<file path="config.mk">
export PLATFORM = sky130hd
export DESIGN_NAME = alu_ctrl_mdu
export DESIGN_NICKNAME = d
export VERILOG_FILES = /design/src/rtl/alu_ctrl_pkg.sv /design/src/rtl/mdu_iter.sv /design/src/rtl/alu_ctrl_mdu.sv
export SDC_FILE = /design/constraint.sdc
export NUM_CORES = 1
export LEC_CHECK = 0
export CORE_ASPECT_RATIO = 1.25
export CORE_MARGIN = 2
export CORE_UTILIZATION = 45
export DETAILED_ROUTE_END_ITERATION = 16
export PLACE_DENSITY_LB_ADDON = 0.2
export SYNTH_ARGS = -nofsm -noshare
export SYNTH_HDL_FRONTEND = slang
export SYNTH_SLANG_ARGS = --single-unit
</file>
<file path="constraint.sdc">
create_clock -name clk -period 3.3 [get_ports clk]
set_input_delay 0.66 -clock clk [delete_from_list [all_inputs] [get_ports clk]]
set_output_delay 0.66 -clock clk [all_outputs]
set_load 0.02 [all_outputs]
</file>
<file path="src/rtl/alu_ctrl_pkg.sv">
// Shared encodings for the ALU control decoder and the multiply/divide unit:
// ALU control words, ALUOp values, funct codes and the MDU sequencer states.
package alu_ctrl_pkg;

  localparam logic [3:0] CTL_AND = 4'b0000;
  localparam logic [3:0] CTL_OR  = 4'b0001;
  localparam logic [3:0] CTL_ADD = 4'b0010;
  localparam logic [3:0] CTL_SUB = 4'b0110;
  localparam logic [3:0] CTL_SLT = 4'b0111;
  localparam logic [3:0] CTL_NOR = 4'b1100;
  localparam logic [3:0] CTL_NOP = 4'b1111;

  localparam logic [1:0] ALUOP_ADD   = 2'b00;
  localparam logic [1:0] ALUOP_SUB   = 2'b01;
  localparam logic [1:0] ALUOP_FUNCT = 2'b10;

  localparam logic [5:0] FN_ADD   = 6'b100000;
  localparam logic [5:0] FN_SUB   = 6'b100010;
  localparam logic [5:0] FN_AND   = 6'b100100;
  localparam logic [5:0] FN_OR    = 6'b100101;
  localparam logic [5:0] FN_NOR   = 6'b100111;
  localparam logic [5:0] FN_SLT   = 6'b101010;
  localparam logic [5:0] FN_MFHI  = 6'b010000;
  localparam logic [5:0] FN_MTHI  = 6'b010001;
  localparam logic [5:0] FN_MFLO  = 6'b010010;
  localparam logic [5:0] FN_MTLO  = 6'b010011;
  localparam logic [5:0] FN_MULT  = 6'b011000;
  localparam logic [5:0] FN_MULTU = 6'b011001;
  localparam logic [5:0] FN_DIV   = 6'b011010;
  localparam logic [5:0] FN_DIVU  = 6'b011011;

  typedef enum logic [1:0] {
    ST_IDLE,
    ST_MUL,
    ST_DIV,
    ST_FIX
  } mdu_state_e;

  // HI/LO moves sit at 0100xx and multiply/divide at 0110xx.
  function automatic logic is_mdu_funct(input logic [5:0] funct);
    return (funct[5:2] == 4'b0100) || (funct[5:2] == 4'b0110);
  endfunction

endpackage

</file>
<file path="src/rtl/mdu_iter.sv">
// Iterative multiply/divide datapath: one shift-add or one restoring-subtract
// step per cycle while run is high, for exactly WIDTH steps after start.
module mdu_iter #(
  parameter int WIDTH = 32
) (
  input  logic             clk,
  input  logic             rst_n,
  input  logic             start,
  input  logic             run,
  input  logic             is_div,
  input  logic [WIDTH-1:0] op_a,
  input  logic [WIDTH-1:0] op_b,
  output logic             last,
  output logic [WIDTH-1:0] acc_hi,
  output logic [WIDTH-1:0] acc_lo
);

  localparam int CNT_W = $clog2(WIDTH);

  logic [WIDTH-1:0] acc;
  logic [WIDTH-1:0] shreg;
  logic [WIDTH-1:0] operand_b;
  logic [CNT_W-1:0] cnt;
  logic [WIDTH:0]   mul_sum;
  logic [WIDTH:0]   div_shift;
  logic [WIDTH:0]   div_trial;
  logic [WIDTH-1:0] acc_next;
  logic [WIDTH-1:0] shreg_next;

  // Both operations end with the high half in acc and the low half
  // (product low word or quotient) in shreg.
  always_comb begin
    mul_sum   = {1'b0, acc} + (shreg[0] ? {1'b0, operand_b} : '0);
    div_shift = {acc, shreg[WIDTH-1]};
    div_trial = div_shift - {1'b0, operand_b};
    if (is_div) begin
      if (!div_trial[WIDTH]) begin
        acc_next   = div_trial[WIDTH-1:0];
        shreg_next = {shreg[WIDTH-2:0], 1'b1};
      end else begin
        acc_next   = div_shift[WIDTH-1:0];
        shreg_next = {shreg[WIDTH-2:0], 1'b0};
      end
    end else begin
      acc_next   = mul_sum[WIDTH:1];
      shreg_next = {mul_sum[0], shreg[WIDTH-1:1]};
    end
  end

  always_ff @(posedge clk or negedge rst_n) begin
    if (!rst_n) begin
      acc       <= '0;
      shreg     <= '0;
      operand_b <= '0;
      cnt       <= '0;
    end else if (start) begin
      acc       <= '0;
      shreg     <= op_a;
      operand_b <= op_b;
      cnt       <= CNT_W'(WIDTH - 1);
    end else if (run) begin
      acc   <= acc_next;
      shreg <= shreg_next;
      if (cnt != '0) cnt <= cnt - 1'b1;
    end
  end

  assign last   = (cnt == '0);
  assign acc_hi = acc;
  assign acc_lo = shreg;

endmodule

</file>
<file path="src/rtl/alu_ctrl_mdu.sv">
// ALU control decoder with an attached iterative multiply/divide unit and
// HI/LO registers; raises stall while an MDU instruction meets a busy unit.
module alu_ctrl_mdu
  import alu_ctrl_pkg::*;
#(
  parameter int WIDTH   = 32,
  parameter int CTL_W   = 4,
  parameter int ALUOP_W = 2
) (
  input  logic               clk,
  input  logic               rst_n,
  input  logic               valid,
  input  logic [ALUOP_W-1:0] alu_op,
  input  logic [5:0]         func_code,
  input  logic [WIDTH-1:0]   rs_val,
  input  logic [WIDTH-1:0]   rt_val,
  output logic [CTL_W-1:0]   alu_ctl,
  output logic               stall,
  output logic               busy,
  output logic [WIDTH-1:0]   hilo_result,
  output logic [WIDTH-1:0]   hi,
  output logic [WIDTH-1:0]   lo
);

  mdu_state_e state, state_next;

  logic [3:0]         ctl;
  logic               funct_op;
  logic               issue;
  logic               start_mul;
  logic               start_div;
  logic               signed_op;
  logic               a_neg;
  logic               b_neg;
  logic [WIDTH-1:0]   a_mag;
  logic [WIDTH-1:0]   b_mag;
  logic               op_div;
  logic               res_neg;
  logic               rem_neg;
  logic               div0;
  logic               run;
  logic               iter_div;
  logic               fix_wr;
  logic               last;
  logic [WIDTH-1:0]   acc_hi;
  logic [WIDTH-1:0]   acc_lo;
  logic [2*WIDTH-1:0] prod_fix;
  logic [WIDTH-1:0]   quo_fix;
  logic [WIDTH-1:0]   rem_fix;

  always_comb begin
    ctl = CTL_NOP;
    if (alu_op == ALUOP_W'(ALUOP_ADD)) begin
      ctl = CTL_ADD;
    end else if (alu_op == ALUOP_W'(ALUOP_SUB)) begin
      ctl = CTL_SUB;
    end else if (alu_op == ALUOP_W'(ALUOP_FUNCT)) begin
      case (func_code)
        FN_ADD:  ctl = CTL_ADD;
        FN_SUB:  ctl = CTL_SUB;
        FN_AND:  ctl = CTL_AND;
        FN_OR:   ctl = CTL_OR;
        FN_NOR:  ctl = CTL_NOR;
        FN_SLT:  ctl = CTL_SLT;
        default: ctl = CTL_NOP;
      endcase
    end
  end

  assign alu_ctl   = CTL_W'(ctl);
  assign funct_op  = (alu_op == ALUOP_W'(ALUOP_FUNCT));
  assign stall     = valid & funct_op & is_mdu_funct(func_code) & busy;
  assign issue     = valid & ~stall & funct_op;
  assign start_mul = issue & ((func_code == FN_MULT) | (func_code == FN_MULTU));
  assign start_div = issue & ((func_code == FN_DIV)  | (func_code == FN_DIVU));

  // Signed ops iterate on magnitudes; the signs are reapplied in FIX.
  assign signed_op = (func_code == FN_MULT) | (func_code == FN_DIV);
  assign a_neg     = signed_op & rs_val[WIDTH-1];
  assign b_neg     = signed_op & rt_val[WIDTH-1];
  assign a_mag     = a_neg ? -rs_val : rs_val;
  assign b_mag     = b_neg ? -rt_val : rt_val;

  always_ff @(posedge clk or negedge rst_n) begin
    if (!rst_n) begin
      op_div  <= 1'b0;
      res_neg <= 1'b0;
      rem_neg <= 1'b0;
      div0    <= 1'b0;
    end else if (start_mul | start_div) begin
      op_div  <= start_div;
      res_neg <= a_neg ^ b_neg;
      rem_neg <= a_neg;
      div0    <= (rt_val == '0);
    end
  end

  always_ff @(posedge clk or negedge rst_n) begin
    if (!rst_n) begin
      state <= ST_IDLE;
      busy  <= 1'b0;
    end else begin
      state <= state_next;
      busy  <= (state_next != ST_IDLE);
    end
  end

  always_comb begin
    state_next = state;
    case (state)
      ST_IDLE: begin
        if (start_mul)      state_next = ST_MUL;
        else if (start_div) state_next = ST_DIV;
      end
      ST_MUL:  if (last) state_next = ST_FIX;
      ST_DIV:  if (last) state_next = ST_FIX;
      ST_FIX:  state_next = ST_IDLE;
      default: state_next = ST_IDLE;
    endcase
  end

  always_comb begin
    run      = (state == ST_MUL) || (state == ST_DIV);
    iter_div = (state == ST_DIV);
    fix_wr   = (state == ST_FIX);
  end

  mdu_iter #(.WIDTH(WIDTH)) u_iter (
    .clk    (clk),
    .rst_n  (rst_n),
    .start  (start_mul | start_div),
    .run    (run),
    .is_div (iter_div),
    .op_a   (a_mag),
    .op_b   (b_mag),
    .last   (last),
    .acc_hi (acc_hi),
    .acc_lo (acc_lo)
  );

  // Divide by zero leaves the dividend in the remainder; the quotient is forced to all ones.
  assign prod_fix = res_neg ? -{acc_hi, acc_lo} : {acc_hi, acc_lo};
  assign quo_fix  = div0 ? '1 : (res_neg ? -acc_lo : acc_lo);
  assign rem_fix  = rem_neg ? -acc_hi : acc_hi;

  always_ff @(posedge clk or negedge rst_n) begin
    if (!rst_n) begin
      hi <= '0;
      lo <= '0;
    end else if (fix_wr) begin
      if (op_div) begin
        hi <= rem_fix;
        lo <= quo_fix;
      end else begin
        hi <= prod_fix[2*WIDTH-1:WIDTH];
        lo <= prod_fix[WIDTH-1:0];
      end
    end else if (issue && func_code == FN_MTHI) begin
      hi <= rs_val;
    end else if (issue && func_code == FN_MTLO) begin
      lo <= rs_val;
    end
  end

  always_comb begin
    hilo_result = '0;
    if (funct_op && func_code == FN_MFHI) hilo_result = hi;
    else if (funct_op && func_code == FN_MFLO) hilo_result = lo;
  end

endmodule

</file>
Word-level counts from Yosys, hierarchy flattened
Cells that the tools add are included.
{ "classes": {"bitwise": 15, "n_reduce_logical": 19, "n_mux": 35, "add_sub_neg": 8, "n_eq_ne": 22} }
{ "op_table": {"columns": ["operator", "count"], "rows": [
  ["32-bit 2-to-1 mux", 22],
  ["32-bit negation", 4],
  ["64-bit 2-to-1 mux", 1],
  ["64-bit negation", 1],
  ["6-bit by 5-bit == test with 1-bit output (second input constant)", 8],
  ["6-bit == test (second input constant)", 6],
  ["32-bit by 33-bit adder with 33-bit output", 1],
  ["33-bit by 32-bit subtractor with 33-bit output", 1],
  ["32-bit logical NOT", 1],
  ["4-bit case mux with 6 select lines", 1],
  ["5-bit 2-to-1 mux", 3],
  ["4-bit 2-to-1 mux", 3],
  ["2-bit nonzero test", 5],
  ["1-bit AND", 9],
  ["4-bit by 3-bit == test with 1-bit output (second input constant)", 2],
  ["2-bit == test (second input constant)", 3],
  ["2-bit 2-to-1 mux", 3],
  ["2-bit case mux with 3 select lines", 1],
  ["5-bit logical NOT", 1],
  ["5-bit nonzero test", 1],
  ["5-bit by 1-bit subtractor with 5-bit output (second input constant)", 1],
  ["2-bit by 1-bit == test with 1-bit output (second input constant)", 2],
  ["1-bit logical AND", 4],
  ["2-bit logical NOT", 2],
  ["other kinds (8)", 13]
]} }
{ "word_totals": {"inputBits": 75, "wordCells": 111, "out_inout_bits": 102, "regBits": 172} }

Longest topological paths before layout
{ "depth": {"word_depth": 12, "depth_mapped": 14, "ltp_nobuf": 13} }

Hierarchy
From an unflattened synthesis, not the netlist that was laid out.
{ "unflattened": {"cells_unflattened": 1954, "area_unflattened_um2": 15757.6} }
{ "by_module_without_submodules": {"columns": ["module", "seq_area_each_um2", "instances", "cells_each", "area_each_um2"], "rows": [
  ["mdu_iter", 2527.4, 1, 1035, 8394.3],
  ["alu_ctrl_mdu", 1776.7, 1, 919, 7363.3]
]} }

Worst setup path before layout
No wires, ideal clock.
{ "synth_timing": {"path_kind": "reg-to-reg", "startpoint": "register u_iter.shreg[0], in the netlist u_iter.acc_lo[0]", "endpoint": "register u_iter.acc[28], in the netlist u_iter.acc_hi[28]", "stages_incl_launch_ff": 14, "path_buffers": 1, "period_less_slack_ns": 3.136, "slack_ns": 0.164, "arrival_ns": 3.010, "setup_ns": 0.126, "t_required_ns": 3.174, "cell_sequence": "dfrtp_1 inv_1 clkbuf_1 nor2_1 ha_1 a211oi_1 o21bai_1 a211oi_1 o21ai_0 or3_1 and3_1 o41ai_1 xnor2_1 a221o_1"} }
{ "synth_between": {"elab_chain_cells": 5} }
{ "synth_lines": {"columns": ["item", "line_no", "rtl"], "rows": [
  ["start: declaration", "mdu_iter.sv:21", "logic [WIDTH-1:0] shreg;"],
  ["start signal: assignment", "mdu_iter.sv:58", "shreg <= op_a;"],
  ["start signal: assignment", "mdu_iter.sv:63", "shreg <= shreg_next;"],
  ["32-bit 2-to-1 mux", "mdu_iter.sv:33", "mul_sum = {1'b0, acc} + (shreg[0] ? {1'b0, operand_b} : '0);"],
  ["32-bit by 33-bit adder with 33-bit output", "mdu_iter.sv:33", null],
  ["32-bit 2-to-1 mux", "mdu_iter.sv:36", "if (is_div) begin"],
  ["32-bit 2-to-1 mux", "mdu_iter.sv:61", "end else if (run) begin"],
  ["32-bit 2-to-1 mux", "mdu_iter.sv:56", "end else if (start) begin"],
  ["end signal: assignment", "mdu_iter.sv:62", "acc <= acc_next;"],
  ["end: declaration", "mdu_iter.sv:20", "logic [WIDTH-1:0] acc;"]
]} }
No other way between the ends. The select of a mux whose other input is x is not followed.
A chain may end at the register's enable or synchronous reset.

Worst setup path after layout
{ "layout_timing": {"startpoint": "input port func_code[2]", "endpoint": "output port hilo_result[5]"} }
{ "layout_between": {"elab_chain_cells": 4, "elab_cells_between_ends": 6, "cone_classes": "eq/ne (2); mux (2); reduce/logical (2)"} }
{ "layout_lines": {"columns": ["item", "line_no", "rtl"], "rows": [
  ["start: declaration", "alu_ctrl_mdu.sv:14", "input logic [5:0] func_code,"],
  ["6-bit by 5-bit == test with 1-bit output", "alu_ctrl_mdu.sv:168", "else if (funct_op && func_code == FN_MFLO) hilo_result = lo;"],
  ["1-bit logical AND", "alu_ctrl_mdu.sv:168", null],
  ["32-bit 2-to-1 mux", "alu_ctrl_mdu.sv:168", null],
  ["32-bit 2-to-1 mux *", "alu_ctrl_mdu.sv:167", "if (funct_op && func_code == FN_MFHI) hilo_result = hi;"],
  ["end: declaration", "alu_ctrl_mdu.sv:20", "output logic [WIDTH-1:0] hilo_result,"]
]} }
Mark *: on every way between the ends. The rest lies on a longest branch, timed or not.

==> metrics.md <==
| Metric | Value |
|---|---|
| Post-detail-place hpwl | `40,800 um` |
| Vias per cell | `5.99` |
| Post-layout net count | `2,416` |
| Remaining global-route overflow | `0` |
| Final WS setup | `75.9 ps` |
| GP Congestion | `just over 0.9` |
| Largest net degree at the start of global routing | `71` |
| Initial Util | `0.458` |
| Top FF cell, synth | `dfrtp_1` |
| Final Cycle Share | `0.977` |
| H-tree depth | `4` |
| Clk_lat worst skew | `between 400 and 500 ps` |
| Drt first-iter violations | `between 1,000 and 1,500` |
| Worst setup path startpoint | `func_code[2]` |
| Final Hold Vio Count | `0` |
| Via Count | `approximately 16,000` |
| Post-Layout Inst Area | `0.0199 sq mm` |
| Hold-fix buffers at CTS | `0` |
| Die Area | `roughly 0.036 sq mm` |
| Reg-to-reg startpoint | `u_iter.acc_hi[0]` |
| Drt pass-1 iters | `5` |
| Max-cap viol count | `0` |
| Ys async rst share | `1.00` |
| Synth Cell Area | `0.0154 sq mm` |
| CP max FO | `32` |
| Yosys warnings | `0` |
| Clock skew | `roughly 14 ps` |
| Worst path bufs/invs | `4` |
| Dpl cell area | `0.0190 sq mm` |
| Sequential cell area fraction in the yosys report | `0.280` |
| Util after Layout | `0.593` |
| Synth-to-layout area growth | `29.4%` |
| ANT cells | `0` |
| Final hold slack | `218 ps` |
| Die height | `211 um` |
| Flop2flop setup slack | `approximately 100 ps` |
| Die W | `169 um` |
| RSZ-0062 raised after global routing | `true` |
| Max Clock Freq | `slightly above 0.3 GHz` |
| Slew headroom | `0.478` |
| # IOs | `roughly 180` |
| Startpoint types | `input port` |
| Post-DRT Antenna Nets | `0` |
| Outcome | `finished, final reports clean` |
| Worst-Margin Slew | `roughly 780 ps` |
| Fin. max-slew vios | `0` |
| Core area | `0.0336 sq mm` |
| Max VDD drop | `about 0.00056 V` |
| Crit-path leading delay family | `buffers and inverters` |
| Port buffer count | `176` |
| Post-Syn Nets | `2,115` |
| Drt drc | `0` |
| Critical setup path kind | `in2out` |
| Worst path depth | `8` |
| Number of synthesized flops with an enable pin | `0` |
| Per-cell routed wire length | `20.1 um` |
| Tot GR Track Use | `0.300` |
| Worst Hold Class | `in2async` |
| Share of cells above drive strength 1 | `0.150` |
| Crit path cell chain | `clkdlybuf4s50_1, inv_1, nand3_1, nor2_1, nand2_1, buf_12, nor2_1, clkdlybuf4s50_1` |
| Slowest stage delay, CP | `610 ps` |
| R2R cell count | `11` |
| Pwr per Cell Area | `893 mW/mm^2` |
| Slowest-stage cell, CP | `clkdlybuf4s50_1` |
| Vias in the first global route | `15,600` |
| CTS tree | `built` |
| Crit path to | `hilo_result[5]` |
| FP Rows | `75` |
| Post-layout min period | `3220 ps` |
| Final setup fails | `0` |
| Pre-CTS setup slack | `-388 ps` |
| Crit path arrival time | `2560 ps` |
| Initial antenna violation count | `0` |
| Worst flop-to-flop path endpoint | `u_iter.acc_hi[27]` |
| Syn_area_per_cell | `just under 8 sq um` |
| First-pass GRT wire length | `84,300 um` |
| Crit path capture type | `output pin` |
| CTS Buffer Depth | `2` |
| Total wire length | `54,300 um` |
| Register bit total from synthesis | `172` |
| Root Driver | `clkbuf_16` |
| Mapped Cells | `1,966` |
| Post-synthesis cell type count | `74` |
| CTS buffer count | `17` |
| CP required | `between 2000 and 3000 ps` |
| Clock slew at reported path FFs | `about 70 ps` |
| Clock sinks | `~170` |
| Leakage | `between 8 and 9 nW` |
==> worst reg2reg max path, cell delays in order (launching register included) <==
cell and delay (ps):
dfrtp_1 400, ha_1 280, nor2b_1 190, o2111ai_1 230, a21oi_2 260, o21ai_1 180, a2111oi_1 390, buf_4 190
o211ai_1 150, a41o_1 290, a2111o_1 400, and3_1 150
==> stage by stage <==
| step | TNS, ps | instances | total power, mW |
|---|---|---|---|
| 3_5_place_dp | -3350 | 2661 | 15.0 |
| 3_3_place_gp | -2010 | 2661 | 14.8 |
| 6_report | 0 | 2703 | 17.8 |
| 4_1_cts | -1.81 | 2696 | 17.5 |
| 5_1_grt | -61.2 | 2703 | 19.0 |
| 2_1_floorplan | 0 | 1966 | 10.7 |
==> cell usage after synthesis (all sizes together) (23+ instances only) <==
| master | count | area, sq um |
|---|---|---|
| dfrtp | 172 | 4300 |
| and2 | 41 | 257 |
| a21o | 35 | 263 |
| nand2 | 202 | 758 |
| nor3 | 41 | 216 |
| nor2 | 199 | 747 |
| ha | 72 | 901 |
| nand3 | 32 | 160 |
| nor4 | 27 | 209 |
| a21oi | 164 | 821 |
| a211oi | 50 | 375 |
| o21ai | 168 | 845 |
| or3 | 23 | 144 |
| a31oi | 24 | 150 |
| xnor2 | 96 | 841 |
| clkbuf | 99 | 372 |
| inv | 77 | 289 |
| mux2i | 88 | 881 |
| o211ai | 47 | 367 |
| xor2 | 69 | 604 |
| o31ai | 23 | 186 |
==> registers in the layout, indices dropped and copies added (netlist names) <==
register	count
hi	32
u_iter.acc_lo	32
res_neg	1
busy	1
u_iter.operand_b	32
state	2
u_iter.cnt	5
lo	32
div0	1
op_div	1
u_iter.acc_hi	32
rem_neg	1
==> how the worst min path moves through the flow <==
stage                                     from                    to  slack, ps  depth (start not counted)
after floorplan                          rst_n                  busy        360                          0
after global placement    u_iter.operand_b[13]  u_iter.operand_b[13]        460                          2
after detailed placement  u_iter.operand_b[12]  u_iter.operand_b[12]        470                          2
after CTS                                rst_n                 hi[8]        240                          1
after global routing                     rst_n                 hi[8]        260                          1
final                                    rst_n                 hi[8]        220                          1
==> layout make-up <==
type / count / area, sq um
clock buffer: 23 / 488
tap: 423 / 529
inverter: 77 / 289
timing repair buffer: 402 / 3660
multi-input combinational: 1597 / 10600
clock inverter: 9 / 61.3
sequential: 172 / 4310
fill: 3100 / 13700
==> cells in the final DEF, fill, tap and decap left out, types with 16 or more instances in the layout <==
master,netlist,routed
buf_4,0,211
nand2_1,202,200
nor2_1,199,199
dfrtp_1,172,171
clkdlybuf4s50_1,0,161
a21oi_1,164,159
o21ai_0,163,157
xnor2_1,96,96
mux2i_1,88,88
inv_1,77,75
xor2_1,69,69
ha_1,72,66
a211oi_1,50,47
o211ai_1,46,46
and2_1,41,41
nor3_1,40,36
a21o_1,35,35
nand3_1,32,31
nor4_1,22,22
or3_1,23,22
a31oi_1,24,21
o31ai_1,22,19
clkbuf_16,0,17
mux2_2,16,16
==> repair_timing <==
item | in CTS | in global routing
gates cloned | 2 | 0
pin swaps | 3 | 16
setup buffers | 1 | 7
resized for setup | 14 | 53
hold endpoints to repair | 0 | 0
setup endpoints to repair | 11 | 45
==> metal layers <==
layer,global-route usage,part of all wire,wire length (um)
met4,0.144,0.042,2300
met2,0.536,0.51,27500
met3,0.0317,0.046,2470
met1,0.361,0.41,22100
met5,0,0,0
==> cell families (layout without fill, tap and decap cells) <==
group / count (synthesis) / in the layout / share of synthesized area
compound gates: 606 / 606 / 0.247
xor+xnor: 165 / 165 / 0.0939
fa+ha+maj: 74 / 74 / 0.0611
buf+inv: 197 / 511 / 0.0486
mux: 104 / 104 / 0.0689
flops: 172 / 172 / 0.280
simple gates: 648 / 648 / 0.201
==> power breakdown <==
group | switching (mW) | total, mW | internal (mW)
clock network | 0.930 | 1.97 | 1.04
logic | 6.72 | 12.1 | 5.41
registers | 0.809 | 3.68 | 2.87
total | 8.46 | 17.8 | 9.32
(Power assumes the default switching activity.)
